## config.mk

```make
export PLATFORM = sky130hd
export DESIGN_NAME = mem_port_arbiter
export DESIGN_NICKNAME = d
export VERILOG_FILES = /design/src/rtl/mem_port_arbiter.sv
export SDC_FILE = /design/constraint.sdc
export NUM_CORES = 1
export LEC_CHECK = 0
export BUFFER_PORTS_ARGS = -buffer_cell sky130_fd_sc_hd__buf_2
export CORE_AREA = 3 3 103 105
export CTS_BUF_LIST = sky130_fd_sc_hd__clkbuf_4
export DETAILED_ROUTE_END_ITERATION = 6
export DIE_AREA = 0 0 106 108
export GPL_ROUTABILITY_DRIVEN = 0
export GPL_TIMING_DRIVEN = 0
export HOLD_SLACK_MARGIN = 0.03
export SYNTH_ARGS = -nofsm -noshare
export SYNTH_HDL_FRONTEND = slang
export SYNTH_SLANG_ARGS = --single-unit
```

## constraint.sdc

```tcl
create_clock -name CLK -period 1.87 [get_ports CLK]
set_input_delay 0.0935 -clock CLK [delete_from_list [all_inputs] [get_ports CLK]]
set_output_delay 0.0935 -clock CLK [all_outputs]
set_load 0.05 [all_outputs]
```

## src/rtl/mem_port_arbiter.sv

```systemverilog
// Arbiter sharing one synchronous-read memory port between instruction fetch and load/store.
// Data wins by default; a starvation counter forces a fetch grant after STARVE_LIMIT data grants.
module mem_port_arbiter #(
  parameter int ADDR_W       = 32,
  parameter int DATA_W       = 32,
  parameter int STARVE_LIMIT = 4
) (
  input  logic                CLK,
  input  logic                RST,
  input  logic                if_req,
  input  logic [ADDR_W-1:0]   if_addr,
  output logic                if_ready,
  output logic [DATA_W-1:0]   if_rdata,
  input  logic                d_req,
  input  logic                d_we,
  input  logic [DATA_W/8-1:0] d_be,
  input  logic [ADDR_W-1:0]   d_addr,
  input  logic [DATA_W-1:0]   d_wdata,
  output logic                d_ready,
  output logic [DATA_W-1:0]   d_rdata,
  output logic                mem_en,
  output logic [DATA_W/8-1:0] mem_we,
  output logic [ADDR_W-1:0]   mem_addr,
  output logic [DATA_W-1:0]   mem_wdata,
  input  logic [DATA_W-1:0]   mem_rdata
);

  localparam int          BE_W       = DATA_W / 8;
  localparam logic [3:0]  STARVE_MAX = 4'(STARVE_LIMIT);

  typedef enum logic [1:0] {
    IDLE    = 2'd0,
    BUSY_IF = 2'd1,
    BUSY_D  = 2'd2
  } state_t;

  state_t     state_r;
  state_t     state_next_s;
  logic [3:0] starve_cnt_r;
  logic [3:0] starve_cnt_next_s;
  logic       grant_d_s;
  logic       grant_if_s;

  // Grant decision, suppressed entirely while reset is held
  always_comb begin
    grant_d_s  = 1'b0;
    grant_if_s = 1'b0;
    if (RST) begin
      grant_d_s  = 1'b0;
      grant_if_s = 1'b0;
    end else if (d_req && !(if_req && (starve_cnt_r == STARVE_MAX))) begin
      grant_d_s = 1'b1;
    end else if (if_req) begin
      grant_if_s = 1'b1;
    end else begin
      grant_d_s  = 1'b0;
      grant_if_s = 1'b0;
    end
  end

  // Next-state: the granted requester owns the following completion cycle
  always_comb begin
    state_next_s = IDLE;
    if (grant_d_s) begin
      state_next_s = BUSY_D;
    end else if (grant_if_s) begin
      state_next_s = BUSY_IF;
    end else begin
      state_next_s = IDLE;
    end
  end

  // Starvation count: data grants in a row while a fetch is waiting, saturating
  always_comb begin
    starve_cnt_next_s = starve_cnt_r;
    if (!if_req || grant_if_s) begin
      starve_cnt_next_s = 4'd0;
    end else if (grant_d_s && (starve_cnt_r < STARVE_MAX)) begin
      starve_cnt_next_s = starve_cnt_r + 4'd1;
    end else begin
      starve_cnt_next_s = starve_cnt_r;
    end
  end

  // State and starvation counter registers
  always_ff @(posedge CLK) begin
    if (RST) begin
      state_r      <= IDLE;
      starve_cnt_r <= 4'd0;
    end else begin
      state_r      <= state_next_s;
      starve_cnt_r <= starve_cnt_next_s;
    end
  end

  // Memory port drive for the cycle's grant
  always_comb begin
    mem_en    = 1'b0;
    mem_we    = {BE_W{1'b0}};
    mem_addr  = {ADDR_W{1'b0}};
    mem_wdata = {DATA_W{1'b0}};
    if (grant_d_s) begin
      mem_en    = 1'b1;
      mem_we    = d_we ? d_be : {BE_W{1'b0}};
      mem_addr  = d_addr;
      mem_wdata = d_wdata;
    end else if (grant_if_s) begin
      mem_en    = 1'b1;
      mem_addr  = if_addr;
    end else begin
      mem_en    = 1'b0;
    end
  end

  // Completion pulses; the read data is forwarded straight from the memory
  always_comb begin
    if_ready = 1'b0;
    d_ready  = 1'b0;
    if_rdata = {DATA_W{1'b0}};
    d_rdata  = {DATA_W{1'b0}};
    if (RST) begin
      if_ready = 1'b0;
      d_ready  = 1'b0;
    end else begin
      case (state_r)
        BUSY_IF: begin
          if_ready = 1'b1;
          if_rdata = mem_rdata;
        end
        BUSY_D: begin
          d_ready = 1'b1;
          d_rdata = mem_rdata;
        end
        default: begin
          if_ready = 1'b0;
          d_ready  = 1'b0;
        end
      endcase
    end
  end

endmodule

```

### After elaboration in Yosys (flattened, before gate mapping)

Cells that the tools add are included.

| storage, ports and cells | value |
|---|---|
| word-level logic and storage cells | 38 |
| register bits after elaboration | 6 |
| output and inout port bits | 135 |
| input bits | 137 |

| cells by class | value |
|---|---|
| equality and inequality tests | 3 |
| reductions and logical operators | 8 |
| muxes and demuxes | 22 |
| $add $sub $neg | 1 |
| magnitude comparators | 1 |

Operators with widths:

| kind | number |
|---|---|
| 32-bit 2-to-1 mux | 7 |
| 1-bit 2-to-1 mux | 12 |
| 4-bit 2-to-1 mux | 2 |
| 4-bit by 1-bit adder with 4-bit output, second input constant | 1 |
| 4-bit by 3-bit equality test with 1-bit output, second input constant | 1 |
| 4-bit by 3-bit less-than comparator with 1-bit output, second input constant | 1 |
| 2-bit OR reduction | 2 |
| 1-bit logical AND | 3 |
| 2-bit by 1-bit equality test with 1-bit output, second input constant | 1 |
| 2-bit equality test, second input constant | 1 |
| 1-bit logical NOT | 2 |
| 2-bit 2-to-1 mux | 1 |
| 1-bit logical OR | 1 |

### Longest topological paths before layout

Gate-level depths: netlist of the first run.

| depth | value |
|---|---|
| depth after elaboration | 8 |
| depth in mapped cells | 7 |
| depth with buffers taken out | 5 |

### Worst setup path after synthesis of the first run

Ideal clock, no wire load.

| timing | value |
|---|---|
| path kind | register to output |
| start | register state_r[1] |
| end | output d_rdata[22] |
| arrival | 1.690 ns |
| buffers on the path | 1 |
| cell stages (with the launch flop) | 4 |
| setup slack | 0.087 ns |
| path through | dfxtp_1 -> nor3b_2 -> clkbuf_1 -> and2_1 |

| on the way | value |
|---|---|
| longest elaborated chain between the ends | 3 |

Ends and longest elaborated chain:

| element | line | RTL |
|---|---|---|
| from (decl) | 37 | `state_t state_r;` |
| from (signal assigned) | 91 | `state_r <= state_next_s;` |
| 2-bit equality test | 125 | `case (state_r)` |
| 32-bit 2-to-1 mux | 125 |  |
| 32-bit 2-to-1 mux | 121 | `if (RST) begin` |
| to (decl) | 20 | `output logic [DATA_W-1:0] d_rdata,` |

Every way passes these cells.

### Final worst setup path of the first run

| timing | value |
|---|---|
| start | register starve_cnt_r[1] |
| end | output mem_addr[9] |

| on the way | value |
|---|---|
| longest elaborated chain between the ends | 8 |
| elaborated cells on any way between the ends | 10 |
| classes of those cells | 1 x eq/ne; 6 x mux; 3 x reduce/logical |

Ends and longest elaborated chain:

| element | line | RTL |
|---|---|---|
| from (decl) | 39 | `logic [3:0] starve_cnt_r;` |
| from (signal assigned) | 92 | `starve_cnt_r <= starve_cnt_next_s;` |
| 4-bit by 3-bit equality test with 1-bit output (*) | 51 | `end else if (d_req && !(if_req && (starve_cnt_r == STARVE_MAX))) begin` |
| 1-bit logical AND (*) | 51 |  |
| 1-bit logical NOT (*) | 51 |  |
| 1-bit logical AND (*) | 51 |  |
| 1-bit 2-to-1 mux | 51 |  |
| 1-bit 2-to-1 mux | 48 | `if (RST) begin` |
| 32-bit 2-to-1 mux | 107 | `end else if (grant_if_s) begin` |
| 32-bit 2-to-1 mux (*) | 102 | `if (grant_d_s) begin` |
| to (decl) | 23 | `output logic [ADDR_W-1:0] mem_addr,` |

Mark *: on every way between the ends. The rest lies on a longest branch, timed or not.

==> results.cfg, run 1 <==
[place]
hpwlAfterDp_um = 7500
placed_cells = 583
place.port_buffers = 271

[run]
drv_cap = 0

[cells_and_area]
multi_input_area_sq_um = 1100
nFillCells = 1026
seqCellArea_sq_um = 123
stdcell_count = 595
layout-drive-gt1-share_pct = 67.1
nets = 603
n_antenna_cell = 0
syn_to_final_growth_pct = 170

[sta]
worst_pin_slew_ns = 0.310
setup_viol = 24
finalCritPeriodShare_pct = 102
finalHoldViolations = 0
rsz0062_at_grt = yes
fin_worst_skew_ns = 0.00361
finalWorstSetupSlack_ns = -0.0383
post-route-min-period_ns = 1.91
report.final.slew_viol_count = 0
max_freq_mhz = 524
slew_headroom_pct = 79.3

[power_and_ir_drop]
p_per_area_nw_per_um2 = 340
ir_worst_vdd_uv = 181
p_leak_nw = 2.02
power_mw = 1.18

[routing]
met3_length_um = 940
postRouteWirelength_um = 8970
drt_iter0_drc = 84
antenna_left = 0
met2_length_um = 4940
vias_per_cell = 4.06
drcViolationCount = 0
dr.max_layer_used = met4
wire_per_inst_um = 15.1
vias = 2418
dr.pass1.iters = 4
wl_met1_um = 3010

[setup_path]
crit_arrival_ns = 1.81
reg2reg_depth = 7
reg2reg_setup_slack_ns = 0.41
path_max_fanout = 5
crit_end = mem_addr[9]
worstReg2RegStart = starve_cnt_r[1]$_SDFFE_PP0P_
regToRegEndpoint = starve_cnt_r[1]$_SDFFE_PP0P_
worstSetupStartpoint = starve_cnt_r[1]$_SDFFE_PP0P_
required_ns = 1.78
start_kind = register
critPathKind = register to primary output
cp-end-kind = primary output

[logic_synthesis]
syn_area_per_cell_sq_um = 7.14
synth_cell_types = 19
yosys-top-cells-count = 96 x and2_1, 32 x a22o_1, 9 x buf_2, 8 x clkbuf_1, 7 x nor2_1
ys.flop_type = dfxtp_1
syn_nets = 318
ys_warn_count = 0
synth_edf_count = 0
syn_area_sq_um = 1280
ys_ff_latch = 6
synth_top_cell_area_share_pct = 47.0
yosys.area.top_type = and2_1
netlist_instances = 179
yosysMostFrequentCell = and2_1
async_reset_ff_share_pct = 0
netlist_top_cells_area = and2_1 47%, a22o_1 22%, dfxtp_1 9.4%
yosysSeqAreaShare_pct = 9.39

[worst_hold_path]
min_path_cells = 3
holdCritPathClass = input pin to register

[grt]
grt_overflow_total = 0
antenna_found_initial = 0
grt_max_degree = 11
grt_pass1_vias = 2403
grt_pass1_wl_um = 11900
track_usage_pct = 12.9

[status]
run_status = finished, violations left
violations = negative setup slack

[die]
die-area_sq_um = 11400
initial_core_util_pct = 13.1
ios = 272
die_w_um = 106
die_h_um = 108
core_area_sq_um = 9730
rows = 36

[cts]
numClockSinks = 6
clk_latency_ns = 0.25
root_buffer = clkbuf_4
cts_tree = done
cts_made_buffers = 3
clk_pin_slew_worst_paths_ns = 0.05
cts.htree.levels = 1
cts_buffer_depth = 2
cts_hold_buf = 0
[layout make-up]
class / count / share of cell area [%]
Buffer: 17 / 4.49
Clock buffer: 3 / 0.651
Inverter: 4 / 0.434
Multi-Input combinational cell: 152 / 31.8
Sequential cell: 6 / 3.55
Tap cell: 133 / 4.81
Timing Repair Buffer: 280 / 54.2
[critical path, stage by stage, from the launching register on]
cell      delay (ns)
dfxtp_2         0.32
inv_2           0.06
ha_4            0.14
nand3b_4        0.10
o21a_4          0.25
buf_8           0.14
buf_8           0.12
a22o_1          0.25
buf_6           0.16
[through the flow]
step	setup WS (ns)	utilization (%)	setup TNS [ns]	cell area [sq um]	hold WS [ns]
floorplan	0.0869	-	0	1280	0.284
global placement	-0.0894	28.8	-0.790	2800	0.442
detailed placement	-0.105	28.8	-1.30	2800	0.450
CTS	-0.0229	32.7	-0.291	3180	0.188
global route	-0.110	35.5	-3.43	3460	0.247
finish	-0.0383	35.5	-0.324	3460	0.192
[where the power goes]
part / switching (mW) / internal, mW / total (mW) / leakage [nW]
logic: 0.559 / 0.361 / 0.920 / 1.96
clock network: 0.0482 / 0.0727 / 0.121 / 0.0138
registers: 0.00318 / 0.132 / 0.136 / 0.0499
[sequential cells by signal, summed over array words and instances (netlist names)]
name          flops
starve_cnt_r      4
state_r           2
[layout by cell type (no fill, tap or decap)]
cell and n:
a211oi_1 1, a211oi_4 1, a22o_1 32, a31oi_1 1, and2_1 96, and3_1 4, buf_2 205, buf_4 6
buf_6 78, buf_8 2, clkbuf_16 1, clkbuf_2 5, clkbuf_4 3, dfxtp_1 4, dfxtp_2 2, ha_1 1
ha_4 1, inv_1 2, inv_2 2, nand3_1 1, nand3b_4 1, nor2_1 7, nor2b_1 1, nor3_1 1
nor3b_4 2, o21a_4 1, xnor2_1 1
[logic make-up (layout without fill, tap and decap cells)]
group	count (synthesis)	after routing	share of synthesized area, %
compound gates	36	36	25.1
xor+xnor	1	1	0.685
fa+ha+maj	2	2	1.96
buf+inv	21	304	7.04
flops	6	6	9.39
simple gates	113	113	55.8
[worst min-delay path by stage]
stage | startpoint | to | slack [ns]
floorplan | if_req | starve_cnt_r[3]$_SDFFE_PP0P_ | 0.28
global placement | if_req | starve_cnt_r[3]$_SDFFE_PP0P_ | 0.44
detailed placement | if_req | starve_cnt_r[3]$_SDFFE_PP0P_ | 0.45
CTS | if_req | starve_cnt_r[0]$_SDFFE_PP0P_ | 0.19
global route | if_req | starve_cnt_r[1]$_SDFFE_PP0P_ | 0.25
finish | if_req | starve_cnt_r[0]$_SDFFE_PP0P_ | 0.19
[layer usage]
layer  global-route usage (%)  vias to the layer above
met5                        0                        -
met4                     2.22                        0
met3                     3.40                        6
met2                     26.3                      176
met1                     13.4                     1066
li1                         -                     1170
[timing repair]
item | 4_1_cts | 5_1_grt
buffers inserted | 4 | 0
endpoints found under the setup margin | 73 | 127
resized for setup | 108 | 99
cloned | 2 | 3
pin swaps | 6 | 25
Note: power is estimated with default switching activity, not from simulation.
==> run 2: changes to the inputs <==
--- a/config.mk
+++ b/config.mk
@@ -5,11 +5,12 @@
 export SDC_FILE = /design/constraint.sdc
 export NUM_CORES = 1
 export LEC_CHECK = 0
+export ABC_AREA = 1
 export BUFFER_PORTS_ARGS = -buffer_cell sky130_fd_sc_hd__buf_2
-export CORE_AREA = 3 3 103 105
+export CORE_AREA = 3 3 104 106
 export CTS_BUF_LIST = sky130_fd_sc_hd__clkbuf_4
 export DETAILED_ROUTE_END_ITERATION = 6
-export DIE_AREA = 0 0 106 108
+export DIE_AREA = 0 0 107 109
 export GPL_ROUTABILITY_DRIVEN = 0
 export GPL_TIMING_DRIVEN = 0
 export HOLD_SLACK_MARGIN = 0.03
==> run 2 against run 1 <==
Against the previous run: the run now ends clean; combinational power decreased by 4.9%; sequential power is essentially flat; synthesized area is 11% higher; global-route usage is 0.76 points lower; non-clock buffer count shrank 2; highest routed layer unchanged.
==> results.cfg, run 2 <==
[cells_and_area]
syn_to_final_growth_pct = 135
layout-drive-gt1-share_pct = 50.4
most-common-layout-cells = 210 x buf_2, 105 x nor2_1, 102 x nand2_1, 73 x inv_1, 48 x buf_4
layout_commonest_cell = buf_2
nets = 744
top_regs = starve_cnt_r (4), state_r (2)
nFillCells = 1121
largest_reg_flops = 4
top_register = starve_cnt_r
fin_util_pct = 33.7

[sta]
finalCritPeriodShare_pct = 93.0
report.final.slew_viol_count = 0
rsz0062_at_grt = no
worst_pin_slew_ns = 0.443
setup_tns_ns = 0
post-route-min-period_ns = 1.74
finalHoldViolations = 0
finalWorstSetupSlack_ns = 0.131
setup_viol = 0
slew_headroom_pct = 70.5
max_freq_mhz = 575
fin_worst_skew_ns = 0.00104

[cts]
cts_made_buffers = 3
cts_hold_buf = 0
cts_buffer_depth = 2
clk_pin_slew_worst_paths_ns = 0.04
clk_latency_ns = 0.24
cts_tree = done
cts.htree.levels = 1
root_buffer = clkbuf_4
numClockSinks = 6

[setup_path]
worstSetupStartpoint = starve_cnt_r[1]$_SDFFE_PP0P_
critPathMaxStageDelay_ns = 0.34
reg2reg_depth = 7
crit_arrival_ns = 1.65
cp.depth = 8
crit_buf_inv = 4
critPathSlowestCell = dfxtp_1
required_ns = 1.78
worstReg2RegStart = starve_cnt_r[1]$_SDFFE_PP0P_
regToRegEndpoint = state_r[0]$_SDFF_PP0_
path_delay_family = buffers and inverters
critPathKind = register to primary output
cp-end-kind = primary output
cp_common_cell = buf_6
crit_end = mem_wdata[15]
reg2reg_setup_slack_ns = 0.61
path_cells = inv_2 > ha_4 > nand4_4 > nand3_2 > buf_6 > buf_6 > nor2_1 > buf_6
start_kind = register
path_max_fanout = 10

[die]
ios = 272
die-area_sq_um = 11700
die_h_um = 109
initial_core_util_pct = 14.4
rows = 36
die_w_um = 107
core_area_sq_um = 9860

[logic_synthesis]
yosys.area.top_type = nor2_1
syn_nets = 460
ys_warn_count = 0
yosysMostFrequentCell = nor2_1
yosys-top-cells-count = 108 x nor2_1, 103 x nand2_1, 75 x inv_1, 6 x clkbuf_1, 6 x dfxtp_1
ys.flop_type = dfxtp_1
syn_area_per_cell_sq_um = 4.41
syn_area_sq_um = 1420
synth_edf_count = 0
ys_ff_latch = 6
synth_cell_types = 16
yosysSeqAreaShare_pct = 8.48
async_reset_ff_share_pct = 0
netlist_top_cells_area = nor2_1 29%, nand2_1 27%, inv_1 20%
synth_top_cell_area_share_pct = 28.6
netlist_instances = 321

[routing]
drt_iter0_drc = 106
met2_length_um = 4220
vias_per_cell = 3.69
met3_length_um = 749
drcViolationCount = 0
dr.pass1.iters = 4
antenna_left = 0
wl_met1_um = 2730
dr.max_layer_used = met4
wire_per_inst_um = 10.7
vias = 2721
postRouteWirelength_um = 7860

[grt]
grt_max_degree = 11
antenna_found_initial = 0
grt_pass1_vias = 2625
grt_overflow_total = 0
track_usage_pct = 12.2
grt_pass1_wl_um = 11700

[place]
place.port_buffers = 271
dp_slack_ns = 0.00145
hpwlAfterDp_um = 6460

[power_and_ir_drop]
p_per_area_nw_per_um2 = 338
ir_worst_vdd_uv = 123
p_leak_nw = 2.40
power_mw = 1.12

[status]
run_status = finished, final reports clean

[run]
drv_cap = 0

[worst_hold_path]
holdCritPathClass = input pin to register
-- run 2: cell types whose count changed after synthesis, moves of 3 or more --
| cell | change |
|---|---|
| nand2_1 | +103 |
| nor2_1 | +101 |
| and2_1 | -96 |
| inv_1 | +71 |
| a22o_1 | -32 |
| buf_2 | -6 |
| buf_6 | +5 |
| and3_1 | -4 |
| nand4_1 | +3 |
-- run 2: power by group --
| group | switching [mW] | leakage (nW) | internal [mW] |
|---|---|---|---|
| Clock | 0.0432 | 0.0138 | 0.0723 |
| Combinational | 0.577 | 2.34 | 0.298 |
| Sequential | 0.00189 | 0.0490 | 0.132 |
-- run 2: cell families (layout without fill, tap and decap cells) --
| logic type | count (synthesis) | after routing | share of synthesized area, % |
|---|---|---|---|
| adders and majority gates | 2 | 2 | 1.77 |
| DFF | 6 | 6 | 8.48 |
| and+or+nand+nor | 218 | 218 | 59.8 |
| AOI/OAI and AO/OA | 2 | 2 | 1.50 |
| xor gates and xnor gates | 1 | 1 | 0.618 |
| other | 0 | 1 | 0 |
| buffers and inverters | 92 | 374 | 27.8 |
-- run 2: layer usage --
layer  vias to the layer above  GRT usage (%)
met5                         -              0
met4                         0           3.56
met3                        12           3.32
met2                       149           24.0
met1                      1105           12.5
li1                       1455              -
-- run 2: worst min-delay path, stage by stage --
cell and delay (ns):
buf_2 0.15, nand4_1 0.10, nor2_1 0.04
-- run 2: through the flow --
step | instances | instance area [sq um] | hold slack (ns)
finish | 737 | 3330 | 0.193
global route | 736 | 3320 | 0.181
CTS | 736 | 3260 | 0.183
detailed placement | 725 | 2940 | 0.438
global placement | 725 | 2940 | 0.427
floorplan | 321 | 1420 | 0.242
-- run 2: layout make-up --
cell class / instances / area, sq um / area share [%]
repair buffers: 279 / 1660 / 49.8
multi-input cells: 223 / 930 / 28.0
inverters: 76 / 288 / 8.65
well taps: 133 / 166 / 5.00
plain buffers: 16 / 140 / 4.21
flip-flops and latches: 6 / 120 / 3.61
clock buffers: 3 / 22.5 / 0.677
diodes: 1 / 2.50 / 0.0752
-- run 2: worst min path at each step --
stage	start	cells after the start	to	slack, ns
after detailed placement	d_req	3	starve_cnt_r[3]$_SDFFE_PP0P_	0.44
after global placement	d_req	3	starve_cnt_r[3]$_SDFFE_PP0P_	0.43
after CTS	d_req	3	starve_cnt_r[1]$_SDFFE_PP0P_	0.18
after floorplan	d_req	2	starve_cnt_r[3]$_SDFFE_PP0P_	0.24
final	d_req	3	starve_cnt_r[1]$_SDFFE_PP0P_	0.19
after global routing	d_req	3	starve_cnt_r[3]$_SDFFE_PP0P_	0.18
-- run 2: repair_timing --
item / CTS / global route
gates cloned: 3 / 0
endpoints found under the setup margin: 59 / 63
buffers inserted: 5 / 0
gates resized for setup: 83 / 22
pin swaps: 2 / 2
